$ cat config.mk
export PLATFORM = sky130hd
export DESIGN_NAME = time_display_scan
export DESIGN_NICKNAME = d
export VERILOG_FILES = /design/src/rtl/time_disp_pkg.sv /design/src/rtl/seg7_decode.sv /design/src/rtl/time_display_scan.sv
export SDC_FILE = /design/constraint.sdc
export NUM_CORES = 1
export LEC_CHECK = 0
export BUFFER_PORTS_ARGS = -buffer_cell sky130_fd_sc_hd__buf_4
export CORE_MARGIN = 2
export CORE_UTILIZATION = 45
export CTS_BUF_LIST = sky130_fd_sc_hd__clkbuf_8
export DETAILED_ROUTE_END_ITERATION = 8
export GPL_ROUTABILITY_DRIVEN = 0
export PLACE_DENSITY = 0.63
export SKIP_LAST_GASP = 1
export SLEW_MARGIN = 25
export SYNTH_ARGS = -nofsm -noshare
export SYNTH_HDL_FRONTEND = slang
export SYNTH_SLANG_ARGS = --single-unit
$ cat constraint.sdc
create_clock -name ap_clk -period 7.96 [get_ports ap_clk]
set_clock_uncertainty 0.1 [all_clocks]
set_input_delay 0 -clock ap_clk [delete_from_list [all_inputs] [get_ports ap_clk]]
set_output_delay 0 -clock ap_clk [all_outputs]
set_load 0.005 [all_outputs]
$ cat src/rtl/time_disp_pkg.sv
// time_disp_pkg: shared FSM state, segment codes and field limits for the time display scanner
package time_disp_pkg;
  typedef enum logic [2:0] {SNAP, CONV_H, CONV_M, CONV_S, SHOW} state_t;
  localparam logic [6:0] SEG_0    = 7'h40;
  localparam logic [6:0] SEG_1    = 7'h79;
  localparam logic [6:0] SEG_2    = 7'h24;
  localparam logic [6:0] SEG_3    = 7'h30;
  localparam logic [6:0] SEG_4    = 7'h19;
  localparam logic [6:0] SEG_5    = 7'h12;
  localparam logic [6:0] SEG_6    = 7'h02;
  localparam logic [6:0] SEG_7    = 7'h78;
  localparam logic [6:0] SEG_8    = 7'h00;
  localparam logic [6:0] SEG_9    = 7'h10;
  localparam logic [6:0] SEG_DASH = 7'h3F;
  localparam logic [6:0] SEG_OFF  = 7'h7F;
  localparam logic [7:0] HH_MAX   = 8'd23;
  localparam logic [7:0] MS_MAX   = 8'd59;
endpackage

$ cat src/rtl/seg7_decode.sv
// seg7_decode: BCD digit plus dash flag to active-low gfedcba segments
//   digit : 4-bit BCD value (codes above 9 blank the digit)
//   dash  : overrides the digit with a centre bar
//   seg_n : active-low segments, bit0=a .. bit6=g
module seg7_decode
  import time_disp_pkg::*;
(
  input  logic [3:0] digit,
  input  logic       dash,
  output logic [6:0] seg_n
);
  always_comb
    seg_n = dash          ? SEG_DASH :
            digit == 4'd0 ? SEG_0 :
            digit == 4'd1 ? SEG_1 :
            digit == 4'd2 ? SEG_2 :
            digit == 4'd3 ? SEG_3 :
            digit == 4'd4 ? SEG_4 :
            digit == 4'd5 ? SEG_5 :
            digit == 4'd6 ? SEG_6 :
            digit == 4'd7 ? SEG_7 :
            digit == 4'd8 ? SEG_8 :
            digit == 4'd9 ? SEG_9 : SEG_OFF;
endmodule

$ cat src/rtl/time_display_scan.sv
// time_display_scan: per-frame hh/mm/ss snapshot, BCD conversion and 6-digit 7-segment scan
//   ap_clk, ap_rst_n : clock, asynchronous active-low reset
//   hh, mm, ss       : binary time fields (illegal values shown as dashes)
//   blank            : forces all digit enables off while scanning continues
//   seg_n, an_n, dp_n: active-low segments, digit enables and separator
//   valid            : sticky once the first conversion has landed
//   frame_done       : one-cycle pulse as the digit index wraps 5->0
module time_display_scan
  import time_disp_pkg::*;
#(
  parameter int SCAN_DIV = 1000
) (
  input  logic       ap_clk,
  input  logic       ap_rst_n,
  input  logic [7:0] hh,
  input  logic [7:0] mm,
  input  logic [7:0] ss,
  input  logic       blank,
  output logic [6:0] seg_n,
  output logic [5:0] an_n,
  output logic       dp_n,
  output logic       valid,
  output logic       frame_done
);
  localparam int PW = $clog2(SCAN_DIV);
  state_t          state;
  logic [PW-1:0]   presc;
  logic [2:0]      idx;
  logic [7:0]      snap_h, snap_m, snap_s, work, fld, lim, nxt;
  logic [3:0]      tens;
  logic [5:0][3:0] cv, cv_nx, disp;
  logic [2:0]      cv_dash, dash_nx, disp_dash;
  logic [1:0]      f;
  logic [6:0]      seg_cur;
  logic            sep_off, tick, bad, done;
  seg7_decode u_dec (
    .digit (disp[idx]),
    .dash  (disp_dash[idx[2:1]]),
    .seg_n (seg_cur)
  );
  // f selects the digit pair of the field being converted: 2=hh, 1=mm, 0=ss
  always_comb begin
    tick    = presc == PW'(SCAN_DIV - 1);
    f       = state == CONV_H ? 2'd2 : state == CONV_M ? 2'd1 : 2'd0;
    fld     = state == CONV_H ? snap_h : state == CONV_M ? snap_m : snap_s;
    lim     = state == CONV_H ? HH_MAX : MS_MAX;
    nxt     = state == CONV_H ? snap_m : snap_s;
    bad     = fld > lim;
    done    = bad || work < 8'd10;
    cv_nx   = cv;
    cv_nx[{f, 1'b0}] = bad ? 4'd0 : work[3:0];
    cv_nx[{f, 1'b1}] = bad ? 4'd0 : tens;
    dash_nx    = cv_dash;
    dash_nx[f] = bad;
  end
  always_ff @(posedge ap_clk or negedge ap_rst_n)
    if (!ap_rst_n) begin
      state      <= SNAP;
      presc      <= '0;
      idx        <= '0;
      frame_done <= 1'b0;
      valid      <= 1'b0;
      seg_n      <= SEG_OFF;
      an_n       <= 6'h3F;
      dp_n       <= 1'b1;
      snap_h     <= '0;
      snap_m     <= '0;
      snap_s     <= '0;
      work       <= '0;
      tens       <= '0;
      cv         <= '0;
      cv_dash    <= '0;
      disp       <= '0;
      disp_dash  <= '0;
      sep_off    <= 1'b1;
    end else begin
      presc      <= tick ? '0 : presc + PW'(1);
      idx        <= !tick ? idx : idx == 3'd5 ? 3'd0 : idx + 3'd1;
      frame_done <= tick && idx == 3'd5;
      seg_n      <= seg_cur;
      an_n       <= valid && !blank ? ~(6'b1 << idx) : 6'h3F;
      dp_n       <= !((idx == 3'd2 || idx == 3'd4) && !sep_off);
      case (state)
        SNAP: begin
          snap_h <= hh;
          snap_m <= mm;
          snap_s <= ss;
          work   <= hh;
          tens   <= '0;
          state  <= CONV_H;
        end
        CONV_H, CONV_M, CONV_S:
          if (!done) begin
            work <= work - 8'd10;
            tens <= tens + 4'd1;
          end else begin
            cv      <= cv_nx;
            cv_dash <= dash_nx;
            work    <= nxt;
            tens    <= '0;
            state   <= state == CONV_H ? CONV_M : state == CONV_M ? CONV_S : SHOW;
            // display registers only ever change here, so a frame never shows mixed snapshots
            if (state == CONV_S) begin
              disp      <= cv_nx;
              disp_dash <= dash_nx;
              sep_off   <= snap_s[0];
              valid     <= 1'b1;
            end
          end
        default: if (frame_done) state <= SNAP;
      endcase
    end
endmodule

Word-level counts from Yosys, hierarchy flattened
Cells that the tools add are included.
Storage, ports and cells
  word-level logic and storage cells: 124
  output and inout bits: 16
  bits of input ports: 27
  register bits: 123
Cells by class
  shifts and indexed selects: 1
  multiplexer cells: 44
  bitwise gates (word level): 1
  magnitude comparators: 10
  equal/unequal tests: 17
  add/sub/neg operators: 4
  reductions and logical operators: 19
Operators by type and width (count)
  7-bit two-way mux: 11
  24-bit bitwise mux: 2
  8-bit two-way mux: 4
  4-bit two-way mux: 6
  4-bit demux with 2-bit select: 2
  4-bit by 3-bit equality test with 1-bit output, second input constant: 4
  8-bit one-hot mux with 2 select lines: 1
  3-bit two-way mux: 5
  4-bit binary-select mux with 3-bit select: 1
  3-bit by 4-bit less-than comparator with 1-bit output, second input constant: 3
  6-bit two-way mux: 2
  10-bit by 1-bit adder with 10-bit output, second input constant: 1
  10-bit equality test, second input constant: 1
  10-bit two-way mux: 1
  3-bit by 2-bit equality test with 1-bit output, second input constant: 3
  4-bit by 2-bit equality test with 1-bit output, second input constant: 2
  4-bit equality test, second input constant: 2
  8-bit by 6-bit greater-than comparator with 1-bit output: 1
  8-bit by 4-bit less-than comparator with 1-bit output, second input constant: 1
  4-bit one-hot mux with 2 select lines: 1
  8-bit by 4-bit subtractor with 8-bit output, second input constant: 1
  3-bit equality test, second input constant: 2
  3-bit by 1-bit >= comparator with 1-bit output, second input constant: 2
  1-bit logical AND: 6
  24 further kinds: 31

Depth between registers and ports, before layout
Gate-level depths: netlist of run 1.
  depth in word-level cells: 14
  depth in mapped cells: 15
  depth with buffers taken out: 11

Hierarchy
Synthesis of run 1 repeated with hierarchy kept, for this count alone.
Unflattened totals
  cell total of the unflattened synthesis: 519
  area total of the unflattened synthesis: 5723.0 sq um
Modules (own cells, without submodules)
  time_display_scan: instances 1, area each 5502.8 sq um, cells each 486, seq. area each 2871.5 sq um
  seg7_decode: instances 1, area each 220.2 sq um, cells each 33, seq. area each 0.0 sq um

Worst setup path before layout of run 1
Ideal clock, no wire load.
  kind: register -> register
  start: register state[2]
  end: register cv[10] (netlist bit)
  buffers on the path: 4
  setup slack: 4.772 ns
  clock period less this slack: 3.188 ns
  stages on the path, launching flop included: 15
  data required time: 7.738 ns
  library setup time: 0.122 ns
  arrival: 2.967 ns
  path through: dfrtp_1 buf_6 nor3b_4 clkbuf_1 a22oi_1 nand2_1 ha_1 or4bb_1 o211ai_1 o22ai_2 a2bb2oi_2 and2_1 buf_6 buf_6 a32o_1
On the way
  word-level cells in the longest chain between the ends: 9
  elaborated cells between the ends (all ways): 21
  those cells by class: order compare (3); eq/ne (3); mux (11); reduce/logical (4)
Ends and longest elaborated chain
  from (decl): RTL line time_display_scan.sv:26  | state_t state;
  from (signal assigned): RTL line time_display_scan.sv:101  | state <= state == CONV_H ? CONV_M : state == CONV_M ? CONV_S : SHOW;
  3-bit by 2-bit equality test with 1-bit output: RTL line time_display_scan.sv:44, time_display_scan.sv:45, time_display_scan.sv:83
  1-bit two-way mux: RTL line time_display_scan.sv:44  | f = state == CONV_H ? 2'd2 : state == CONV_M ? 2'd1 : 2'd0;
  2-bit two-way mux: RTL line time_display_scan.sv:44
  3-bit by 4-bit less-than comparator with 1-bit output (not written as such) / 3-bit by 1-bit >= comparator with 1-bit output (equally long branches): RTL line time_display_scan.sv:51  | cv_nx[{f, 1'b0}] = bad ? 4'd0 : work[3:0];
  1-bit logical AND (not written as such): RTL line time_display_scan.sv:51
  4-bit two-way mux: RTL line time_display_scan.sv:51
  4-bit demux with 2-bit select: RTL line time_display_scan.sv:51
  24-bit bitwise mux: RTL line time_display_scan.sv:51
  24-bit bitwise mux: RTL line time_display_scan.sv:52  | cv_nx[{f, 1'b1}] = bad ? 4'd0 : tens;
  to (signal assigned): RTL line time_display_scan.sv:97  | cv <= cv_nx;
  to (decl): RTL line time_display_scan.sv:31  | logic [5:0][3:0] cv, cv_nx, disp;
Parallel ways exist; a longest one is shown, timed or not.
A chain may end at the register's enable or synchronous reset.

Worst setup path after layout of run 1
  start: register state[1]
  end: register disp_dash[2]
On the way
  word-level cells in the longest chain between the ends: 8
  elaborated cells between the ends (all ways): 18
  those cells by class: order compare (3); eq/ne (3); mux (8); reduce/logical (4)
Ends and longest elaborated chain
  3-bit by 2-bit equality test with 1-bit output: RTL line time_display_scan.sv:44, time_display_scan.sv:45, time_display_scan.sv:83
  1-bit two-way mux: RTL line time_display_scan.sv:44
  2-bit two-way mux: RTL line time_display_scan.sv:44
  2-bit by 3-bit less-than comparator with 1-bit output (not written as such) / 2-bit by 1-bit >= comparator with 1-bit output (equally long branches): RTL line time_display_scan.sv:54  | dash_nx[f] = bad;
  1-bit logical AND (not written as such): RTL line time_display_scan.sv:54
  1-bit two-way mux (not written as such): RTL line time_display_scan.sv:54
  1-bit demux with 2-bit select: RTL line time_display_scan.sv:54
  3-bit bitwise mux: RTL line time_display_scan.sv:54
  to (signal assigned): RTL line time_display_scan.sv:105  | disp_dash <= dash_nx;
  to (decl): RTL line time_display_scan.sv:32  | logic [2:0] cv_dash, dash_nx, disp_dash;
Parallel ways exist; a longest one is shown, timed or not.

==> results of run 1 <==
[synthesized netlist by cell type (3+ instances only)]
library cell / n
a22o_1: 8
nand3_1: 11
mux2_1: 3
mux4_2: 4
nor2b_1: 8
a32o_1: 17
nor3_1: 5
a22oi_1: 6
o31ai_1: 3
mux2i_1: 13
o211ai_1: 4
nand2b_1: 3
nor2_1: 25
xnor2_1: 8
o21ai_0: 39
buf_4: 4
nor4_1: 4
inv_1: 6
a21oi_1: 15
nand2_1: 48
nor3b_1: 3
clkbuf_1: 17
dfstp_2: 15
dfrtp_1: 99
ha_1: 5
xor2_1: 5
o21ai_1: 21
nand3b_1: 3
buf_6: 3
mux2_2: 25
buf_2: 8
and2_1: 5
[per-layer routing]
| layer | wire length, um | global-route usage | share of wire |
|---|---|---|---|
| met1 | 5230 | 0.258 | 0.44 |
| met2 | 5960 | 0.331 | 0.50 |
| met3 | 519 | 0.0519 | 0.044 |
| met4 | 175 | 0.0821 | 0.015 |
| met5 | 0 | 0 | 0 |
[final timing paths]
check	startpoint	slack (ns)	to	depth (start not counted)
worst max register to register	state[1]$_DFFE_PN0P_	3.55	disp_dash[2]$_DFFE_PN0P_	10
worst min register to register	presc[0]$_DFF_PN0_	0.36	presc[0]$_DFF_PN0_	1
worst max-delay path	state[1]$_DFFE_PN0P_	3.55	disp_dash[2]$_DFFE_PN0P_	10
worst min-delay path	ap_rst_n	0.03	disp_dash[1]$_DFFE_PN0P_	2
min in group ap_clk	mm[6]	0.24	snap_m[6]$_DFFE_PN0P_	3
max in group asynchronous	ap_rst_n	6.52	state[0]$_DFFE_PN0P_	3
[registers in the layout, indices dropped and copies added (netlist names), 6 cells and up]
signal,flops
an_n,6
seg_n,7
snap_s,8
disp,24
snap_h,8
cv,16
snap_m,8
presc,10
work,8
[worst max-delay path, delay by kind of cell (launching register included)]
kind / cells / cell delay [ns]
multiplexers: 1 / 0.45
AO/OA/AOI/OAI: 4 / 0.88
AND/OR/NAND/NOR: 4 / 1.74
adder cells (fa/ha/maj): 1 / 0.18
flip-flops: 1 / 0.92
[timing repair]
item	in CTS	in global routing
buffers inserted	0	0
endpoints found under the hold margin	90	0
hold buffers	26	0
[power by group through the flow]
| stage | clock (W) | combinational, W | sequential (W) |
|---|---|---|---|
| floorplan | 0 | 0.000587 | 0.000824 |
| global placement | 0 | 0.000659 | 0.000925 |
| detailed placement | 0 | 0.000675 | 0.000930 |
| CTS | 0.000501 | 0.000688 | 0.000921 |
| global route | 0.000528 | 0.000763 | 0.000947 |
| finish | 0.000489 | 0.000683 | 0.000922 |
[through the flow]
step	instance area, um^2	util	power, W	setup WS (ns)
2_1_floorplan	5480	-	0.00141	4.77
3_3_place_gp	5830	0.487	0.00158	3.73
3_5_place_dp	5830	0.487	0.00160	3.60
4_1_cts	6450	0.539	0.00211	3.59
5_1_grt	6450	0.539	0.00224	3.19
6_report	6450	0.539	0.00209	3.55
[kinds of logic (layout without fill, tap and decap cells)]
logic type,Yosys count,count (layout),share of synthesized area
xor+xnor,13,13,0.0208
buf+inv,42,111,0.0375
fa+ha+maj,5,5,0.0114
mux,45,45,0.0978
flops,114,114,0.524
simple gates,133,133,0.130
compound gates,141,141,0.179
[cell type report]
class                      count  share of cell area
clock buffer                  21              0.0448
clock inverter                11              0.0116
multi-input combinational    337               0.373
inverter                       9             0.00524
tap                          147              0.0285
sequential                   114               0.445
timing repair buffer          70              0.0916
==> results.json, run 1 <==
{
  "status": "finished, final reports clean",
  "fmax_ghz": 0.227,
  "internal_power_w": 0.00134,
  "hpwlAfterDp_mm": 8.08,
  "synthFlopType": "dfrtp_1",
  "area_delta_synth_final_pct": 17.7,
  "setup_viol_count_final": 0,
  "p_switching_w": 0.000749,
  "antenna_found_initial": 0,
  "grt_pass1_vias": 4067,
  "drive_gt1_frac": 0.233,
  "die_w_um": 114,
  "synth_area_um2": 5480,
  "final_hold_viol_count": 0,
  "final_cell_mix": "99 x dfrtp_1, 48 x nand2_1, 44 x buf_4",
  "finalCritPeriodShare": 0.554,
  "worstSetupEndpointType": "flip-flop",
  "hp-class": "input port to async pin",
  "stdcell_count": 709,
  "nFillCells": 1057,
  "slew_violations": 0,
  "cts_resized": 0,
  "regArea_um2": 2870,
  "crit_chain": "nor3b_2 -> a22oi_1 -> nand2_1 -> ha_1 -> or4bb_1 -> o211ai_1 -> o22ai_2 -> o21ai_4 -> nand3_4 -> mux2_1",
  "final_common_cell": "dfrtp_1",
  "cp.required_ns": 8.17,
  "dp.cells": 651,
  "ys_types": 71,
  "rsz0062_at_grt": "no",
  "power.share.switching": 0.358,
  "multi_input_area_um2": 2410,
  "synth_seq_cells": 114,
  "synthTopCellsByArea": "dfrtp_1 45%, dfstp_2 7.2%, mux2_2 5.1%",
  "cp_max_fo": 29,
  "grt_max_degree": 63,
  "tightest_slew_ns": 0.942,
  "avgViaCountPerCell": 5.71,
  "grt_pass1_wl_mm": 20.3,
  "nNetsFinal": 581,
  "postSynthCellCount": 493,
  "arrival_ns": 4.62,
  "grt_overflow": 0,
  "drt_iter0_markers": 322,
  "max_stage_delay_ns": 0.92,
  "cp_slowest_cell": "dfrtp_1",
  "powerDensity_nw_per_um2": 325,
  "clk_pin_slew_worst_paths_ns": 0.07,
  "clockPowerShare": 0.234,
  "synth-warning-count": 0,
  "async_reset_ff_frac": 1.00,
  "floorplan.rows": 40,
  "p_seq_frac": 0.440,
  "drc": 0,
  "cts_max_level": 4,
  "synthesis.nets": 525,
  "cts_tree": "done",
  "ant_nets": 0,
  "cts_buffer_depth": 2,
  "yosys.area.top_type_share": 0.452,
  "io_buffers": 42,
  "cap_viol_max_count": 0,
  "vias": 4049,
  "start_util": 0.458,
  "combPwrFrac": 0.326,
  "max-vdd-ir-drop_mv": 0.220,
  "ys_seq_area_frac": 0.524,
  "insertion_delay_ns": 0.43,
  "synth-edff-count": 0,
  "fp.dieH_um": 114,
  "io-pin-count": 43,
  "critPathKind": "flip-flop to flip-flop",
  "core_area_um2": 12000,
  "firstDrtPassIters": 4,
  "worst_hold_slack_ns": 0.0342,
  "slew_headroom": 0.372,
  "finalSetupTns_ns": 0,
  "track_usage": 0.202,
  "clockRootBuffer": "clkbuf_8",
  "routed_wl_mm": 11.9,
  "startpoint_type": "flip-flop",
  "finalCriticalPeriod_ns": 4.41,
  "cts_made_buffers": 17,
  "synth.largest_area_cell": "dfrtp_1",
  "synth.avg_cell_area_um2": 11.1,
  "diodes": 0,
  "leakagePower_nw": 2.66,
  "cts_sinks": 114,
  "wire_per_inst_um": 16.8,
  "dieArea_um2": 13100
}
Power figures use the tool's default switching activity.
==> run 2, diff against run 1 <==
--- a/config.mk
+++ b/config.mk
@@ -11,7 +11,7 @@
 export CTS_BUF_LIST = sky130_fd_sc_hd__clkbuf_8
 export DETAILED_ROUTE_END_ITERATION = 8
 export GPL_ROUTABILITY_DRIVEN = 0
-export PLACE_DENSITY = 0.63
+export PLACE_DENSITY = 0.65
 export SKIP_LAST_GASP = 1
 export SLEW_MARGIN = 25
 export SYNTH_ARGS = -nofsm -noshare
==> constraint.sdc (replaced) <==
create_clock -name ap_clk -period 3.75 [get_ports ap_clk]
set_clock_uncertainty 0.1 [all_clocks]
set_input_delay 0 -clock ap_clk [delete_from_list [all_inputs] [get_ports ap_clk]]
set_output_delay 0 -clock ap_clk [all_outputs]
set_load 0.005 [all_outputs]
==> results.json, run 2 (synthesized netlist as in run 1, its figures left out) <==
{
  "insertion_delay_ns": 0.44,
  "status": "finished, final reports clean",
  "slew_violations": 0,
  "wire_per_inst_um": 17.5,
  "fmax_ghz": 0.311,
  "leakagePower_nw": 2.75,
  "hp-class": "input port to async pin",
  "regMostFlops": "disp",
  "arrival_ns": 3.46,
  "rsz0062_at_grt": "no",
  "cp_max_fo": 15,
  "crit_family": "simple AND/OR/NAND/NOR gates",
  "track_usage": 0.208,
  "cp_num_buf_inv": 2,
  "floorplan.rows": 40,
  "crit_chain": "buf_4 -> nor3b_2 -> a22oi_1 -> nand2_1 -> ha_1 -> or4bb_1 -> o211ai_1 -> o22ai_2 -> o21ai_4 -> buf_4 -> mux2_2 -> o21ai_0",
  "grt_max_degree": 63,
  "start_util": 0.458,
  "finalCriticalPeriod_ns": 3.21,
  "clockRootBuffer": "clkbuf_8",
  "worstSetupEndpointType": "flip-flop",
  "internal_power_w": 0.00324,
  "vias": 4090,
  "largest_register_ffs": 24,
  "fp.dieH_um": 114,
  "nNetsFinal": 590,
  "drive_gt1_frac": 0.252,
  "regArea_um2": 2870,
  "cts_tree": "done",
  "drc": 0,
  "max_stage_delay_ns": 0.54,
  "firstDrtPassIters": 5,
  "final_common_cell": "dfrtp_1",
  "finalCritPeriodShare": 0.856,
  "io-pin-count": 43,
  "cts_buffer_depth": 2,
  "slew_headroom": 0.428,
  "grt_pass1_vias": 4079,
  "dieArea_um2": 13100,
  "cts_sinks": 114,
  "cts_resized": 0,
  "routed_wl_mm": 12.5,
  "fin_ws_ns": 0.539,
  "grt_pass1_wl_mm": 20.8,
  "combPwrFrac": 0.323,
  "pre_cts_slack_ns": 0.577,
  "io_buffers": 42,
  "setup_viol_count_final": 0,
  "cts_hold_buffers": 26,
  "clk_pin_slew_worst_paths_ns": 0.06,
  "cts_max_level": 4,
  "core_area_um2": 12000,
  "critPathKind": "flip-flop to flip-flop",
  "cp.required_ns": 4.00,
  "cpMostUsedCell": "buf_4",
  "finalSetupTns_ns": 0,
  "antenna_found_initial": 0,
  "cts_made_buffers": 17,
  "power.share.switching": 0.337,
  "tightest_slew_ns": 0.854,
  "cp_slowest_cell": "dfrtp_1",
  "ant_nets": 0,
  "avgViaCountPerCell": 5.70,
  "hpwlAfterDp_mm": 8.68,
  "startpoint_type": "flip-flop",
  "grt_overflow": 0,
  "die_w_um": 114,
  "nFillCells": 997,
  "area_delta_synth_final_pct": 21.4,
  "powerDensity_nw_per_um2": 735,
  "final_cell_mix": "99 x dfrtp_1, 53 x buf_4, 48 x nand2_1",
  "cap_viol_max_count": 0,
  "clockPowerShare": 0.288,
  "p_switching_w": 0.00165,
  "drt_iter0_markers": 436,
  "p_seq_frac": 0.389,
  "top_regs": "disp (24), cv (16), presc (10)",
  "cts_setup_buffers": 0,
  "multi_input_area_um2": 2410,
  "max-vdd-ir-drop_mv": 0.444,
  "final_hold_viol_count": 0,
  "diodes": 0
}
==> run 2: area by class of cell <==
type,count,area share
inverter,9,0.00508
tap,147,0.0277
timing repair buffer,79,0.0990
clock inverter,11,0.0311
multi-input combinational,337,0.362
clock buffer,21,0.0435
sequential,114,0.432
==> run 2: per-layer routing <==
metal / global-route usage / share of wire / up-vias / routed length [um]
met2: 0.335 / 0.49 / 132 / 6160
met3: 0.0503 / 0.048 / 12 / 596
met1: 0.269 / 0.45 / 2004 / 5580
met5: 0 / 0 / - / 0
li1: - / - / 1942 / -
met4: 0.0862 / 0.016 / 0 / 201
==> run 2: power by group through the flow <==
stage | combinational, W | clock, W | sequential (W)
floorplan | 0.00125 | 0 | 0.00175
global placement | 0.00151 | 0 | 0.00191
detailed placement | 0.00154 | 0 | 0.00192
CTS | 0.00157 | 0.00143 | 0.00190
global route | 0.00174 | 0.00150 | 0.00194
finish | 0.00158 | 0.00141 | 0.00190
==> run 2: path summary, 6_finish.rpt <==
path                                      start                     to  slack, ns  cells past startpoint
setup / recovery           state[2]$_DFFE_PN0P_    work[2]$_DFFE_PN0P_       0.54                     12
hold reg to reg              presc[0]$_DFF_PN0_     presc[0]$_DFF_PN0_       0.38                      1
setup reg to reg           state[2]$_DFFE_PN0P_    work[2]$_DFFE_PN0P_       0.54                     12
hold / removal                         ap_rst_n   frame_done$_DFF_PN0_       0.09                      2
max in group asynchronous              ap_rst_n     cv[22]$_DFFE_PN0P_       2.59                      3
min in group ap_clk                       ss[2]  snap_s[2]$_DFFE_PN0P_       0.24                      3
==> run 2: metrics by stage <==
step	total power, W	utilization	hold WS [ns]	cells	instance area (um^2)
6_report	0.00489	0.556	0.0933	718	6650
5_1_grt	0.00518	0.556	0.152	718	6650
4_1_cts	0.00490	0.556	0.0867	718	6650
3_5_place_dp	0.00346	0.493	0.0238	660	5890
3_3_place_gp	0.00341	0.493	0.0123	660	5890
2_1_floorplan	0.00299	-	-0.396	493	5480
==> run 2: worst reg2reg max path, stage by stage, from the launching register on <==
cell and delay, ns:
dfrtp_1 0.54, buf_4 0.28, nor3b_2 0.23, a22oi_1 0.10, nand2_1 0.08, ha_1 0.17
or4bb_1 0.41, o211ai_1 0.12, o22ai_2 0.14, o21ai_4 0.17, buf_4 0.25, mux2_2 0.36
o21ai_0 0.17
==> run 3, diff against run 2 <==
--- a/config.mk
+++ b/config.mk
@@ -5,6 +5,7 @@
 export SDC_FILE = /design/constraint.sdc
 export NUM_CORES = 1
 export LEC_CHECK = 0
+export ABC_AREA = 1
 export BUFFER_PORTS_ARGS = -buffer_cell sky130_fd_sc_hd__buf_4
 export CORE_MARGIN = 2
 export CORE_UTILIZATION = 45
==> results.json, run 3 <==
{
  "status": "finished, final reports clean",
  "postSynthCellCount": 785,
  "multi_input_area_um2": 2520,
  "final_common_cell": "nand2_1",
  "io_buffers": 42,
  "ys_types": 34,
  "async_reset_ff_frac": 1.00,
  "drc": 0,
  "dp.cells": 980,
  "stdcell_count": 1038,
  "finalSetupTns_ns": 0,
  "diodes": 0,
  "grt_overflow": 0,
  "insertion_delay_ns": 0.45,
  "antenna_found_initial": 0,
  "clk_pin_slew_worst_paths_ns": 0.07,
  "final_cell_mix": "339 x nand2_1, 108 x dfrtp_1, 67 x inv_1",
  "floorplan.rows": 42,
  "synthMostInstantiatedCell": "nand2_1",
  "leakagePower_nw": 3.71,
  "setup_viol_count_final": 0,
  "wire_per_inst_um": 13.7,
  "slew_violations": 0,
  "grt_max_degree": 88,
  "yosys.area.top_type_share": 0.446,
  "cap_viol_max_count": 0,
  "synth_area_um2": 6060,
  "regArea_um2": 3100,
  "powerDensity_nw_per_um2": 633,
  "tightest_slew_ns": 0.772,
  "ys_seq_area_frac": 0.511,
  "synth-edff-count": 0,
  "firstDrtPassIters": 7,
  "worst_hold_slack_ns": 0.0735,
  "r2r_setup_slack_ns": 0.45,
  "nNetsFinal": 881,
  "synth-warning-count": 0,
  "cts_setup_buffers": 0,
  "ant_nets": 0,
  "cts_tree": "done",
  "cts_made_buffers": 17,
  "critPathKind": "flip-flop to flip-flop",
  "cts_buffer_depth": 2,
  "avgViaCountPerCell": 5.10,
  "synth.largest_area_cell": "dfrtp_1",
  "fp.dieH_um": 120,
  "start_util": 0.459,
  "vias": 5293,
  "grt_pass1_vias": 5145,
  "core_area_um2": 13200,
  "track_usage": 0.213,
  "nFillCells": 1248,
  "cp_max_fo": 30,
  "startpoint_type": "flip-flop",
  "routed_wl_mm": 14.2,
  "max-vdd-ir-drop_mv": 0.587,
  "rsz0062_at_grt": "no",
  "finalCritPeriodShare": 0.880,
  "drt_iter0_markers": 316,
  "synthesis.nets": 817,
  "hp-class": "input port to async pin",
  "grt_pass1_wl_mm": 24.2,
  "ys_top_cells_by_count": "339 x nand2_1, 108 x dfrtp_1, 64 x inv_1, 57 x o21ai_0, 50 x nand3_1",
  "finalCriticalPeriod_ns": 3.30,
  "clockRootBuffer": "clkbuf_8",
  "cts_sinks": 123,
  "cts_hold_buffers": 26,
  "cts_max_level": 4,
  "arrival_ns": 3.53,
  "dieArea_um2": 14400,
  "synthFlopType": "dfrtp_1",
  "cp.required_ns": 3.98,
  "worstSetupEndpointType": "flip-flop",
  "final_hold_viol_count": 0,
  "area_delta_synth_final_pct": 17.3,
  "top_regs": "cv (24), disp (24), presc (10)",
  "hpwlAfterDp_mm": 9.89,
  "synth.avg_cell_area_um2": 7.72,
  "fmax_ghz": 0.303,
  "die_w_um": 120,
  "io-pin-count": 43,
  "cts_resized": 0,
  "synth_seq_cells": 123,
  "drive_gt1_frac": 0.129,
  "synthTopCellsByArea": "dfrtp_1 45%, nand2_1 21%, dfstp_2 6.5%",
  "slew_headroom": 0.486
}
-- run 3: final cells by class --
class / count / share of cell area
multi-input combinational: 560 / 0.354
clock inverter: 15 / 0.0190
inverter: 72 / 0.0387
sequential: 123 / 0.435
tap: 176 / 0.0310
timing repair buffer: 75 / 0.0888
clock buffer: 17 / 0.0329
-- run 3: metrics by stage --
stage / total power, W / worst slack (ns) / utilization / area [um^2]
after CTS: 0.00453 / 0.452 / 0.539 / 7110
final: 0.00450 / 0.452 / 0.539 / 7110
after global routing: 0.00484 / 0.129 / 0.539 / 7110
after floorplan: 0.00297 / 1.10 / - / 6060
after global placement: 0.00335 / 0.574 / 0.491 / 6480
after detailed placement: 0.00339 / 0.469 / 0.491 / 6480
-- run 3: path summary, 6_finish.rpt --
check	startpoint	endpoint	cells past startpoint
max in group asynchronous	ap_rst_n	tens[1]$_DFFE_PN0P_	3
min in group ap_clk	mm[4]	snap_m[4]$_DFFE_PN0P_	4
max reg2reg	state[2]$_DFFE_PN0P_	cv[3]$_DFFE_PN0P_	16
max	state[2]$_DFFE_PN0P_	cv[3]$_DFFE_PN0P_	16
min	ap_rst_n	disp[4]$_DFFE_PN0P_	2
min reg2reg	presc[0]$_DFF_PN0_	presc[0]$_DFF_PN0_	1
-- run 3: cell families after synthesis --
family | share of synthesized area
buf+inv | 0.0735
fa+ha+maj | 0.0103
flops | 0.511
xor+xnor | 0.0116
compound gates | 0.0892
simple gates | 0.305
-- run 3: metal layers --
layer | part of all wire | routed length [um] | GRT usage
met3 | 0.050 | 709 | 0.0528
met1 | 0.44 | 6280 | 0.271
met5 | 0 | 0 | 0
met2 | 0.47 | 6720 | 0.338
met4 | 0.035 | 493 | 0.104
-- run 3: worst max-delay path, stage by stage (launching register included) --
cell and delay, ns:
dfrtp_1 0.57, inv_1 0.28, nand3_2 0.28, nand2_2 0.15, inv_2 0.05, nand2_1 0.05, o211ai_1 0.08, ha_1 0.29
nand4_1 0.08, nor2_1 0.11, nand2_1 0.09, nand2_4 0.20, nand2_4 0.15, nand2_4 0.30, inv_4 0.20, nand2_1 0.11
nand2_1 0.06
-- run 3: where the power goes --
part	total, W	switching [W]	internal, W
clock network	0.00110	0.000526	0.000576
logic	0.00144	0.000918	0.000525
registers	0.00196	0.000239	0.00172
